## src/rtl/d_key_generator.sv

```systemverilog
// Private-exponent generator: d = e^-1 mod phi via extended Euclid.
// One quotient bit per cycle; only the t coefficient is tracked.
module d_key_generator #(
    parameter int WIDTH = 32
) (
    input  logic             clk,
    input  logic             rst,
    input  logic             en,
    input  logic [WIDTH-1:0] e_key,
    input  logic [WIDTH-1:0] phi,
    output logic             busy,
    output logic             valid,
    output logic             error,
    output logic [WIDTH-1:0] d_key
);

    typedef enum logic [2:0] {
        IDLE,
        CHECK,
        DIV,
        UPDATE,
        FINISH,
        DONE,
        FAIL
    } state_t;

    localparam int CW = $clog2(WIDTH);

    state_t state, state_n;

    logic [CW-1:0]         cnt;
    logic [WIDTH-1:0]      r0, r1, q, rem, phi_c;
    logic signed [WIDTH:0] t0, t1;

    logic [WIDTH:0]        rem_sh;
    logic [WIDTH-1:0]      rem_sub;
    logic                  fits;
    logic                  div_last;

    logic signed [2*WIDTH+1:0] q_ext, t0_ext, t1_ext;
    logic signed [WIDTH:0]     t_next;

    logic                  ok;
    logic [WIDTH-1:0]      d_res, d_fin;

    logic                  busy_d, valid_d, error_d;
    logic [WIDTH-1:0]      d_d;

    // Restoring step: dividend bits shift out of q while quotient bits shift in.
    always_comb begin
        rem_sh   = {rem, q[WIDTH-1]};
        fits     = rem_sh >= {1'b0, r1};
        rem_sub  = rem_sh[WIDTH-1:0] - r1;
        div_last = cnt == CW'(WIDTH - 1);
    end

    always_comb begin
        q_ext  = {{(WIDTH+2){1'b0}}, q};
        t0_ext = {{(WIDTH+1){t0[WIDTH]}}, t0};
        t1_ext = {{(WIDTH+1){t1[WIDTH]}}, t1};
        t_next = (WIDTH+1)'(t0_ext - q_ext * t1_ext);
    end

    // |t0| <= phi, so a negative t0 folds into [0, phi) with one add.
    always_comb begin
        ok    = (r0 == WIDTH'(1)) && (phi_c != '0);
        d_res = t0[WIDTH] ? t0[WIDTH-1:0] + phi_c : t0[WIDTH-1:0];
        d_fin = (phi_c == WIDTH'(1)) ? '0 : d_res;
    end

    always_ff @(posedge clk) begin
        if (rst) state <= IDLE;
        else     state <= state_n;
    end

    always_comb begin
        state_n = state;
        unique case (state)
            IDLE:    if (en) state_n = CHECK;
            CHECK:   state_n = (r1 == '0) ? FINISH : DIV;
            DIV:     if (div_last) state_n = UPDATE;
            UPDATE:  state_n = CHECK;
            FINISH:  state_n = ok ? DONE : FAIL;
            DONE:    state_n = DONE;
            FAIL:    state_n = FAIL;
            default: state_n = IDLE;
        endcase
    end

    always_comb begin
        busy_d  = busy;
        valid_d = valid;
        error_d = error;
        d_d     = d_key;
        unique case (state)
            IDLE:               busy_d = en;
            CHECK, DIV, UPDATE: busy_d = 1'b1;
            FINISH: begin
                busy_d  = 1'b0;
                valid_d = ok;
                error_d = !ok;
                d_d     = ok ? d_fin : '0;
            end
            default: ;
        endcase
    end

    always_ff @(posedge clk) begin
        if (rst) begin
            r0    <= '0;
            r1    <= '0;
            t0    <= '0;
            t1    <= '0;
            q     <= '0;
            rem   <= '0;
            cnt   <= '0;
            phi_c <= '0;
            busy  <= 1'b0;
            valid <= 1'b0;
            error <= 1'b0;
            d_key <= '0;
        end else begin
            busy  <= busy_d;
            valid <= valid_d;
            error <= error_d;
            d_key <= d_d;
            unique case (state)
                IDLE: begin
                    if (en) begin
                        r0    <= phi;
                        r1    <= e_key;
                        t0    <= '0;
                        t1    <= (WIDTH+1)'(1);
                        phi_c <= phi;
                    end
                end
                CHECK: begin
                    if (r1 != '0) begin
                        q   <= r0;
                        rem <= '0;
                        cnt <= '0;
                    end
                end
                DIV: begin
                    rem <= fits ? rem_sub : rem_sh[WIDTH-1:0];
                    q   <= {q[WIDTH-2:0], fits};
                    cnt <= cnt + CW'(1);
                end
                UPDATE: begin
                    r0 <= r1;
                    r1 <= rem;
                    t0 <= t1;
                    t1 <= t_next;
                end
                default: ;
            endcase
        end
    end

endmodule

```

## config.mk

```make
export PLATFORM = sky130hd
export DESIGN_NAME = d_key_generator
export DESIGN_NICKNAME = d
export VERILOG_FILES = /design/src/rtl/d_key_generator.sv
export SDC_FILE = /design/constraint.sdc
export NUM_CORES = 2
export LEC_CHECK = 0
export ABC_AREA = 1
export CELL_PAD_IN_SITES_DETAIL_PLACEMENT = 1
export CELL_PAD_IN_SITES_GLOBAL_PLACEMENT = 1
export CORE_MARGIN = 2
export CORE_UTILIZATION = 46
export DETAILED_ROUTE_END_ITERATION = 8
export PLACE_DENSITY = 0.77
export SETUP_SLACK_MARGIN = 0.5
export SLEW_MARGIN = 20
export SYNTH_ARGS = -nofsm -noshare
export SYNTH_HDL_FRONTEND = slang
export SYNTH_SLANG_ARGS = --single-unit
```

## constraint.sdc

```tcl
create_clock -name clk -period 10.3 [get_ports clk]
set_input_delay 1.03 -clock clk [delete_from_list [all_inputs] [get_ports clk]]
set_output_delay 1.03 -clock clk [all_outputs]
set_load 0.01 [all_outputs]
```

# == After elaboration in Yosys (flattened, before gate mapping) ==
# Index checks and enable logic that the tools add are counted.
# totals
out_inout_bits,35
regBits,269
wordCells,69
# op_classes
n_mul,1
eq_ne,12
n_reduce_logical,14
n_addsub,4
mux,24
magnitude_cmp,1
# op_table
cell,n
$mux W32,8
$pmux W32 S2,4
$pmux W33 S2,2
$mux W33,2
$eq A32 B1 Y1 const B,2
$reduce_bool A32 Y1,2
$ge A33 B32 Y1,1
$mul A33 B33 Y33,1
$sub A33 B33 Y33,1
$add A32 B32 Y32,1
$logic_not A32 Y1,1
$sub A32 B32 Y32,1
$pmux W3 S7,1
$pmux W5 S2,1
$eq A3 B3 Y1 const B,3
$mux W3,3
$reduce_and A2 Y1,4
$eq A3 B2 Y1 const B,2
$ne A2 B2 Y1 const B,3
$add A5 B1 Y5 const B,1
$eq A5 B5 Y1 const B,1
$mux W5,1
$reduce_bool A2 Y1,2
$eq A3 B1 Y1 const B,1
other kinds (7),7

# == Logic depth before layout (Yosys ltp) ==
# depth
ltp_word,4
ltp_mapped,34

# == Worst setup path after synthesis ==
# OpenSTA, ideal clock, no wires.
# synth_path
path_kind,register to register
start,reg t1[5]
end,reg t1[27]
synth_period_minus_slack_ns,6.625
arrival_time_ns,6.493
path_stages_with_launch,26
setup_ns,0.132
slack_ns,3.675
cell_sequence,dfxtp_1 > clkbuf_1 > clkbuf_1 > nand2_1 > fa_1 > fa_1 > inv_1 > fa_1 > fa_1 > fa_1 > inv_1 > fa_1 > fa_1 > inv_1 > fa_1 > inv_1 > ha_1 > a21oi_1 > o21ai_0 > a21oi_1 > nand3_1 > a21oi_1 > o21ai_0 > or2_2 > nand3_1 > a21oi_1
# synth_between
elab_chain_cells,3
# synth_rtl
element,line,text
"start, declared",33,"logic signed [WIDTH:0] t0, t1;"
"start signal, assigned",133,t1 <= (WIDTH+1)'(1);
"start signal, assigned",153,t1 <= t_next;
$mul A33 B33 Y33,61,t_next = (WIDTH+1)'(t0_ext - q_ext * t1_ext);
$sub A33 B33 Y33,61,
$pmux W33 S2,127,unique case (state)
# Every way passes these cells.
# A chain may end at the register's enable or synchronous reset.

# == Worst setup path in the final report ==
# layout_path
start,reg q[13]
end,reg t1[27]
# layout_between
elab_chain_cells,3
# layout_rtl
element,line,text
"start, declared",32,"logic [WIDTH-1:0] r0, r1, q, rem, phi_c;"
"start signal, assigned",139,q <= r0;
"start signal, assigned",146,"q <= {q[WIDTH-2:0], fits};"
$mul A33 B33 Y33,61,
$sub A33 B33 Y33,61,
$pmux W33 S2,127,
# Every way passes these cells.

==> results.yml <==
sta:
  period_minus_slack_ns: 8.22
  rsz0062_at_grt: "no"
  setup_violations: 0
  slew_headroom_pct: 18.2
  fin_setup_tns_ns: 0
  worstMarginPinSlew_ns: 1.23
  slew_viol_final: 0
  post-route-period-util_pct: 79.8
  fmax_ghz: 0.122
  fin_skew_ns: 0.0579
  hold_violations: 0
cts:
  clock_tree.root_cell: "clkbuf_16"
  path_clk_slew_ns: 0.06
  cts_tree: "built"
  cts.htree.levels: 2
  cts_buffers: 36
  clock_latency_ns: 0.61
  hold_buffers: 0
  postCtsSetupBuffers: 0
  cts-resized-gates: 0
  cts.sinks: 269
  cts.path.max_buffers: 3
global_route:
  antenna_found_initial: 0
  grt_overflow_total: 0
  track_usage_pct: 31.9
  grt_pass1_wl_um: 185000
  grt_max_degree: 76
  grt_pass1_vias: 32600
drt:
  routed_wirelength_um: 118000
  vias: 30300
  drt_iter0_drc: 1737
  drt_pass1_iterations: 7
  ant_nets: 0
  via_per_inst: 5.44
  drcViolationCount: 0
  avgRoutedWirePerCell_um: 21.2
floorplanning:
  dieArea_um2: 75100
  rows: 99
  fp.dieH_um: 274
  die_w_um: 274
  start_util_pct: 46.2
  io-pin-count: 102
  core_area_um2: 72600
placement:
  gp_congestion: 0.860
  hpwl_um: 92300
  place_inst: 5512
  port_buffers: 101
yosys:
  synth_most_common_cell: "nand2_1"
  synth_cell_type_count: 52
  seq_area_frac_synth_pct: 16.1
  synth-edff-count: 0
  synth.yosys.warnings: 0
  yosys-top-cells-count: "1,295 x nand2_1, 986 x inv_1, 472 x fa_1"
  synth_area_leader_cell: "fa_1"
  netlist_top_cells_area: "fa_1 28%, dfxtp_1 16%, nand2_1 14%"
  synthesis.area_um2: 33500
  ys.flop_type: "dfxtp_1"
  synth-seq-cells: 269
  yosys.area.top_type_share_pct: 28.2
  async_reset_ff_share_pct: 0
  netlist_instances: 4634
  syn_nets: 5399
  avgSynthCellArea_um2: 7.24
critical_path:
  r2r_slack_ns: 2.08
  cp-endpoint: "t1[27]"
  critPathTopFamily: "adder cells"
  cp.required_ns: 10.77
  crit_path_max_fanout: 22
  startpoint: "q[13]"
  crit_chain: "nand2_1 > fa_1 > fa_1 > inv_1 > fa_1 > fa_1 > inv_1 > fa_1 > fa_1 > fa_1 > inv_1 > fa_1 > inv_1 > ha_1 > nand2_1 > nor3_1 > nand4_1 > nand3_1 > a21oi_1 > o21ai_0 > or2_2 > nand3_1 > a21oi_1"
  worstPathArrival_ns: 8.70
  path_buf_inv: 4
  crit_type: "register to register"
  r2r_cells: 23
  crit_path_max_incr_delay_ns: 1.13
  cp.depth: 23
  cp_slowest_cell: "dfxtp_1"
  timing.rr.start: "q[13]"
  crit_top_cell: "fa_1"
  critPathLaunchType: "register"
  r2r-end: "t1[27]"
  critPathCaptureType: "register"
power:
  ir_worst_vdd_mv: 0.336
  cellPowerDensity_nw_per_um2: 167
  leakagePower_nw: 18.1
worst_hold_path:
  hp-start: "d_key[9]"
  hp-class: "register to register"
run_status:
  status: "finished clean"
final_layout:
  drive_gt1_share_pct: 3.72
  final_cells: 5577
  area_growth_pct: 8.75
  diodes: 0
  fin_nets: 5356
run:
  maxCapViolCount: 0
-- cell type report --
cell class / count / area, µm²
well taps: 959 / 1200
multi-input cells: 3136 / 23500
inverters: 992 / 3720
repair buffers: 156 / 1430
fillers: 9312 / 36100
clock inverters: 21 / 254
clock buffers: 44 / 951
flip-flops and latches: 269 / 5390
-- tightest hold or removal path, stage by stage (launching register included) --
cell,delay [ns]
dfxtp_1,0.30
nand2_1,0.06
a21oi_1,0.05
-- cells by family after synthesis --
logic type	Yosys count	share of synthesized area [%]
and+or+nand+nor	1787	21.9
buffers and inverters	1229	13.9
adders and majority gates	698	36.6
AOI/OAI and AO/OA	592	10.0
DFF	269	16.1
xor gates and xnor gates	59	1.54
-- per-layer routing --
| layer | global-route usage [%] | share of wire [%] | up-vias |
|---|---|---|---|
| met2 | 55.7 | 49 | 733 |
| met1 | 41.6 | 43 | 15400 |
| met5 | 0 | 0 | - |
| met4 | 9.60 | 3.2 | 0 |
| li1 | - | - | 14000 |
| met3 | 3.50 | 4.9 | 186 |
-- state kept, by name, summed over array words and instances (netlist names) --
| signal | count |
|---|---|
| busy | 1 |
| cnt | 5 |
| d_key | 32 |
| error | 1 |
| phi_c | 32 |
| q | 32 |
| r0 | 32 |
| r1 | 32 |
| rem | 32 |
| state | 3 |
| t0 | 33 |
| t1 | 33 |
| valid | 1 |
-- cell usage in the layout (no fill, tap or decap), types with 3 or more instances in the layout --
cell / Yosys / layout
nor4_1: 27 / 27
clkinvlp_4: 0 / 5
nand3b_1: 8 / 8
xnor2_1: 23 / 23
nand2_1: 1295 / 1294
o21ai_1: 5 / 5
buf_4: 0 / 55
dfxtp_2: 0 / 4
clkdlybuf4s50_1: 0 / 100
fa_1: 472 / 472
nand3_2: 9 / 9
a21o_1: 16 / 16
clkinv_2: 0 / 8
a221oi_1: 4 / 4
nor2_1: 168 / 166
o21a_1: 4 / 4
clkinv_16: 0 / 3
nand3_1: 140 / 140
nor3_1: 53 / 52
clkbuf_16: 0 / 36
o21bai_1: 13 / 13
dfxtp_1: 269 / 265
a211oi_1: 36 / 36
a31oi_1: 69 / 68
nand2_2: 6 / 7
o21ai_0: 153 / 153
xor2_1: 36 / 36
or2_2: 14 / 14
o221ai_1: 4 / 4
inv_1: 986 / 984
ha_1: 226 / 226
clkbuf_1: 200 / 6
inv_2: 4 / 6
a21oi_1: 258 / 258
nand4_1: 60 / 60
o211ai_1: 17 / 17
-- per-stage QoR --
step                total power [mW]  instance area, µm²  util, %  hold slack (ns)  worst slack [ns]
floorplan                       3.54               33500        -            0.445              3.68
global placement                4.69               35300     48.6            0.453              2.24
detailed placement              4.77               35300     48.6            0.457              2.16
CTS                             6.09               36500     50.2            0.466              2.00
global route                    6.56               36500     50.3            0.482              1.76
finish                          6.09               36500     50.3            0.463              2.08
-- worst min path at each step --
stage	end	slack, ns	cells after the start
global placement	d_key[19]	0.45	2
floorplan	cnt[4]	0.45	2
detailed placement	d_key[12]	0.46	2
finish	d_key[9]	0.46	2
global route	d_key[23]	0.48	2
CTS	d_key[12]	0.47	2
-- power breakdown --
| group | internal (mW) | leakage, nW | switching, mW |
|---|---|---|---|
| clock | 0.725 | 0.572 | 0.578 |
| combinational | 1.07 | 15.4 | 2.34 |
| sequential | 1.14 | 2.19 | 0.241 |
| total | 2.93 | 18.1 | 3.16 |
Power figures use the tool's default switching activity.
